<file path="src/rtl/mips_pkg.sv">
// Shared definitions for the MIPS core: default instruction width, NOP encoding and
// the program-load FSM state encoding.
package mips_pkg;

  localparam int unsigned MIPS_DATA_W = 32;
  localparam logic [MIPS_DATA_W-1:0] MIPS_NOP_WORD = '0;

  typedef enum logic [1:0] {
    StIdle = 2'd0,
    StLoad = 2'd1,
    StDone = 2'd2
  } load_state_e;

endpackage

</file>
<file path="src/rtl/imem_ram.sv">
// Single-port synchronous RAM with one write port and a registered read port,
// written in a form that maps onto block RAM.
module imem_ram #(
  parameter int unsigned DATA_W = 32,
  parameter int unsigned DEPTH  = 64,
  parameter int unsigned IDX_W  = $clog2(DEPTH)
) (
  input  logic              clk,
  input  logic              we,
  input  logic              re,
  input  logic [IDX_W-1:0]  addr,
  input  logic [DATA_W-1:0] wdata,
  output logic [DATA_W-1:0] rdata
);

  logic [DATA_W-1:0] mem [DEPTH];

  // No reset: contents and read register survive reset so this stays BRAM-inferable.
  always_ff @(posedge clk) begin
    if (we) begin
      mem[addr] <= wdata;
    end else if (re) begin
      rdata <= mem[addr];
    end
  end

endmodule

</file>
<file path="src/rtl/prog_instr_memory.sv">
// Instruction memory for the pipelined MIPS core: 1-cycle registered fetch port plus a
// valid/ready streaming load port with auto-incrementing write pointer.
module prog_instr_memory
  import mips_pkg::*;
#(
  parameter int unsigned       DATA_W    = MIPS_DATA_W,
  parameter int unsigned       DEPTH     = 64,
  parameter int unsigned       ADDR_W    = 32,
  parameter bit                BYTE_ADDR = 1'b1,
  parameter logic [DATA_W-1:0] NOP_WORD  = DATA_W'(MIPS_NOP_WORD)
) (
  input  logic                     clk,
  input  logic                     rst,
  input  logic                     fetch_en,
  input  logic [ADDR_W-1:0]        pc,
  output logic [DATA_W-1:0]        instr,
  output logic                     fetch_fault,
  input  logic                     load_start,
  input  logic                     load_valid,
  input  logic                     load_last,
  input  logic [DATA_W-1:0]        load_data,
  output logic                     load_ready,
  output logic                     load_busy,
  output logic                     load_done,
  output logic                     load_overrun,
  output logic [$clog2(DEPTH):0]   prog_words
);

  localparam int unsigned IdxW = $clog2(DEPTH);
  localparam int unsigned CntW = IdxW + 1;

  load_state_e       state_q;
  logic [CntW-1:0]   wptr_q;
  logic              overrun_q;
  logic              fault_q;
  logic              nop_q;

  logic [ADDR_W-1:0] idx_full;
  logic              misaligned;
  logic              in_range;
  logic              busy;
  logic              full;
  logic              ready;
  logic              ram_we;
  logic              ram_re;
  logic [IdxW-1:0]   ram_addr;
  logic [DATA_W-1:0] ram_rdata;

  // Range check uses the full-width index so high PC bits cannot alias into the array.
  assign idx_full   = BYTE_ADDR ? (pc >> 2) : pc;
  assign misaligned = BYTE_ADDR && (pc[1:0] != 2'b00);
  assign in_range   = (idx_full < ADDR_W'(DEPTH)) && !misaligned;

  assign busy   = (state_q == StLoad);
  assign full   = (wptr_q == CntW'(DEPTH));
  assign ready  = busy && !full;
  assign ram_we = ready && load_valid && !load_start;
  assign ram_re = !busy && fetch_en && in_range;
  assign ram_addr = busy ? wptr_q[IdxW-1:0] : idx_full[IdxW-1:0];

  imem_ram #(
    .DATA_W (DATA_W),
    .DEPTH  (DEPTH),
    .IDX_W  (IdxW)
  ) u_ram (
    .clk   (clk),
    .we    (ram_we),
    .re    (ram_re),
    .addr  (ram_addr),
    .wdata (load_data),
    .rdata (ram_rdata)
  );

  always_ff @(posedge clk or negedge rst) begin
    if (!rst) begin
      state_q   <= StIdle;
      wptr_q    <= '0;
      overrun_q <= 1'b0;
      fault_q   <= 1'b0;
      nop_q     <= 1'b1;
    end else begin
      case (state_q)
        StIdle: begin
          if (load_start) begin
            state_q   <= StLoad;
            wptr_q    <= '0;
            overrun_q <= 1'b0;
          end
        end
        StLoad: begin
          if (load_start) begin
            wptr_q <= '0;
          end else if (load_valid) begin
            if (!full) begin
              wptr_q <= wptr_q + CntW'(1);
              if (load_last) begin
                state_q <= StDone;
              end
            end else begin
              overrun_q <= 1'b1;
              state_q   <= StDone;
            end
          end
        end
        StDone:  state_q <= StIdle;
        default: state_q <= StIdle;
      endcase

      // nop_q selects NOP_WORD over the RAM read register; both hold when fetch_en=0.
      if (busy) begin
        nop_q   <= 1'b1;
        fault_q <= 1'b0;
      end else if (fetch_en) begin
        nop_q   <= !in_range;
        fault_q <= !in_range;
      end
    end
  end

  assign instr        = (busy || nop_q) ? NOP_WORD : ram_rdata;
  assign fetch_fault  = fault_q && !busy;
  assign load_ready   = ready;
  assign load_busy    = busy;
  assign load_done    = (state_q == StDone);
  assign load_overrun = overrun_q;
  // Write pointer and stored-word count move together, so one register serves both.
  assign prog_words   = wptr_q;

endmodule

</file>
<file path="config.mk">
export PLATFORM = sky130hd
export DESIGN_NAME = prog_instr_memory
export DESIGN_NICKNAME = d
export VERILOG_FILES = /design/src/rtl/mips_pkg.sv /design/src/rtl/imem_ram.sv /design/src/rtl/prog_instr_memory.sv
export SDC_FILE = /design/constraint.sdc
export NUM_CORES = 2
export LEC_CHECK = 0
export CORE_MARGIN = 10
export CORE_UTILIZATION = 39
export CTS_BUF_LIST = sky130_fd_sc_hd__clkbuf_4
export DETAILED_ROUTE_END_ITERATION = 7
export SLEW_MARGIN = 0
export SYNTH_ARGS = -nofsm -noshare
export SYNTH_HDL_FRONTEND = slang
export SYNTH_SLANG_ARGS = --single-unit
</file>
<file path="constraint.sdc">
create_clock -name clk -period 10.34 [get_ports clk]
set_clock_uncertainty 0.05 [all_clocks]
set_input_delay 1.551 -clock clk [delete_from_list [all_inputs] [get_ports clk]]
set_output_delay 1.551 -clock clk [all_outputs]
set_load 0.005 [all_outputs]
</file>
==> impl_metrics.py <==
metrics = {
    "cells_and_area": {
        "drive_above_1_share_pct": 22.9,
        "mostFrequentLayoutCells": "edfxtp_1 (2080), clkbuf_4 (773), a22oi_1 (494)",
        "syn_to_final_growth_pct": 14.7,
        "fin_nets": 4642,
        "fin_cells": 7506,
        "layout_commonest_cell": "edfxtp_1",
        "fin_area_um2": 87400,
    },
    "routing": {
        "routed.top_layer": "met5",
        "drt_iter0_drc": 6516,
        "avgRoutedWirePerCell_um": 31.7,
        "via_per_inst": 6.08,
        "firstDrtPassIters": 8,
        "ant_nets": 0,
        "post-route-drc-count": 0,
        "routed_wl_um": 238000,
        "wl_met2_um": 110000,
        "m1WireLength_um": 93200,
        "wl_met3_um": 27100,
        "vias": 45600,
    },
    "worst_hold_path": {
        "hp-start": "fault_q$_DFFE_PN0P_",
        "holdPathEnd": "fault_q$_DFFE_PN0P_",
        "hold_path.class": "flip-flop to flip-flop",
        "holdPathStages": 1,
    },
    "sta": {
        "drv_slew": 0,
        "fin_ws_ns": 4.70,
        "tightest_slew_ns": 1.27,
        "period_share_pct": 54.5,
        "fmax_mhz": 177,
        "slew_headroom_pct": 15.5,
        "rsz0062_at_grt": "no",
        "period_minus_slack_ns": 5.64,
        "tns_ns": 0,
        "setup_viol": 0,
        "finalHoldViolCount": 0,
        "hold_ws_ns": 0.508,
    },
    "grt": {
        "grt_usage_pct": 21.6,
        "grt_pass1_vias": 44300,
        "antenna_found_initial": 13,
        "grt_start_max_net_pins": 110,
        "grt_pass1_wl_um": 333000,
        "grt.overflow.total": 0,
    },
    "critical_path": {
        "reg2reg_depth": 8,
        "path_max_fanout": 33,
        "required_ns": 8.74,
        "endpoint_kind": "output port",
        "r2r_setup_slack_ns": 5.33,
        "timing.rr.start": "state_q[0]$_DFFE_PN0P_",
        "rr_endpoint": "u_ram.mem[21][30]$_DFFE_PP_",
        "setup.worst_path.class": "flip-flop to output port",
        "cp-start-kind": "flip-flop",
        "arrival_ns": 4.04,
    },
    "floorplan": {
        "num_rows": 162,
        "die_area_um2": 214000,
        "start_util_pct": 39.1,
        "die_w_um": 462,
        "io-pin-count": 114,
        "die_y_um": 462,
        "core_area_um2": 195000,
    },
    "cts": {
        "clk_pin_slew_ns": 0.06,
        "cts.sinks": 2092,
        "cts_root_buf": "clkbuf_4",
        "post_cts_resized": 0,
        "clkLatencyLatePin_ns": 1.37,
        "hold_buffers": 0,
        "cts_setup_buffers": 0,
        "numCtsBuffers": 546,
        "htreeDepth": 6,
        "cts_tree": "done",
        "cts_buffer_depth": 4,
    },
    "power": {
        "p_sw_share_pct": 23.3,
        "internal-power_w": 0.0133,
        "seqPwrFrac_pct": 54.1,
        "p_per_area_nw_per_um2": 198,
        "switching_power_w": 0.00404,
        "p_leak_nw": 26.8,
        "combPwrFrac_pct": 6.7,
        "vdd_drop_max_mv": 0.125,
        "clkPwrFrac_pct": 39.3,
    },
    "logic_synthesis": {
        "synth.distinct_cells": 60,
        "seq_area_frac_synth_pct": 82.3,
        "syn-cell-area_um2": 76300,
        "synth_nets": 4103,
        "async_reset_ff_share_pct": 0.574,
        "synth_ff_type": "edfxtp_1",
        "synth_top_area_cell": "edfxtp_1",
        "yosys_warnings": 0,
        "synth_area_per_cell_um2": 18.9,
        "synth-edff-count": 2080,
        "postSynthCellCount": 4031,
        "ys_seq_elements": 2092,
        "yosys.area.top_type_share_pct": 81.9,
        "yosys-top-cells-area": "edfxtp_1 (82%), a22oi_1 (4.9%), a22o_1 (2.4%), a221oi_1 (2.2%), a31oi_1 (1.8%)",
    },
    "placement": {
        "place.gp.congestion": 0.826,
        "place_inst": 6646,
        "dp_slack_ns": 3.86,
        "port-buffer-count": 113,
        "dpl.hpwl_um": 129000,
        "placed_cell_area_um2": 81100,
    },
    "run": {
        "drv_cap": 0,
    },
    "run_status": {
        "status": "finished clean",
    },
}
[cell families (layout without fill, tap and decap cells)]
group | count (synthesis) | after routing | synth area share, %
other cells | 0 | 15 | 0
buf+inv | 279 | 1115 | 1.68
mux | 40 | 40 | 0.596
simple gates | 332 | 332 | 2.25
flops | 2092 | 2092 | 82.3
fa+ha+maj | 2 | 2 | 0.0328
xor+xnor | 2 | 2 | 0.0230
compound gates | 1284 | 1284 | 13.1
[power groups by stage]
stage	registers [W]	clock network, W	logic, W
2_1_floorplan	0.00954	0	0.000603
6_report	0.00937	0.00680	0.00116
3_5_place_dp	0.00955	0	0.00115
5_1_grt	0.00936	0.00738	0.00121
4_1_cts	0.00937	0.00690	0.00115
3_3_place_gp	0.00955	0	0.00114
[critical path, cell delays in order, from the launching register on]
cell and delay (ns):
dfrtp_1 0.55, nand2b_4 0.31, inv_4 0.22, nor2_4 0.13, buf_4 0.45, and2_1 0.38
clkdlybuf4s50_1 0.56
[sequential cells by signal, indices dropped and copies added, names as in the netlist]
signal	count
u_ram.mem	2048
u_ram.rdata	32
nop_q	1
state_q	2
prog_words	7
fault_q	1
load_overrun	1
[metrics by stage]
stage          util [%]  power [W]
6_report           44.9     0.0173
5_1_grt            44.9     0.0180
4_1_cts            44.9     0.0174
3_5_place_dp       41.6     0.0107
3_3_place_gp       41.6     0.0107
2_1_floorplan         -     0.0101
[per-layer routing]
metal | vias to the layer above | GRT usage [%]
met5 | - | 0
met4 | 12 | 8.00
met3 | 404 | 5.46
met2 | 3110 | 33.2
met1 | 23400 | 29.8
li1 | 18600 | -
[how the worst max path moves through the flow]
stage	to	start	cells past startpoint	slack, ns
6_report	instr[11]	state_q[1]$_DFFE_PN0P_	6	4.70
5_1_grt	instr[11]	state_q[1]$_DFFE_PN0P_	6	4.43
3_3_place_gp	u_ram.mem[12][12]$_DFFE_PP_	pc[4]	7	3.89
4_1_cts	instr[11]	state_q[1]$_DFFE_PN0P_	6	4.59
2_1_floorplan	u_ram.mem[14][0]$_DFFE_PP_	pc[2]	10	4.95
3_5_place_dp	u_ram.mem[20][30]$_DFFE_PP_	pc[4]	7	3.86
[cells in the mapped netlist, types with 2 or more instances]
master	count
mux2i_1	6
a221oi_2	9
a22oi_1	494
and2_1	34
nor4_1	47
o211ai_1	3
dfrtp_1	11
o32ai_1	3
nor3b_1	2
nor2_1	90
buf_6	4
and4_1	3
a22o_1	207
edfxtp_1	2080
buf_4	9
nand3_1	33
ha_1	2
a32oi_1	10
nand2b_1	8
or4_1	16
clkbuf_1	99
inv_1	7
a221oi_1	191
o311ai_1	2
a21oi_1	36
nor4b_1	2
o21ai_0	14
buf_2	132
nand4_1	4
nor2b_1	3
o32ai_2	4
mux2_2	33
and3_1	10
o31ai_1	3
a41oi_1	2
a222oi_1	53
nand2_1	56
or2_2	4
a32o_1	2
xnor2_1	2
nor3_1	13
buf_1	26
a211oi_1	21
a31oi_1	225
[cell type report]
class / instances / area (µm²)
clock buffers: 773 / 5800
clock inverters: 72 / 490
inverters: 9 / 36.3
diodes: 15 / 37.5
well taps: 2624 / 3280
repair buffers: 261 / 2180
flip-flops and latches: 2092 / 62800
fillers: 16800 / 107000
multi-input cells: 1660 / 12900
No activity file was read; power rests on OpenSTA's default activity.
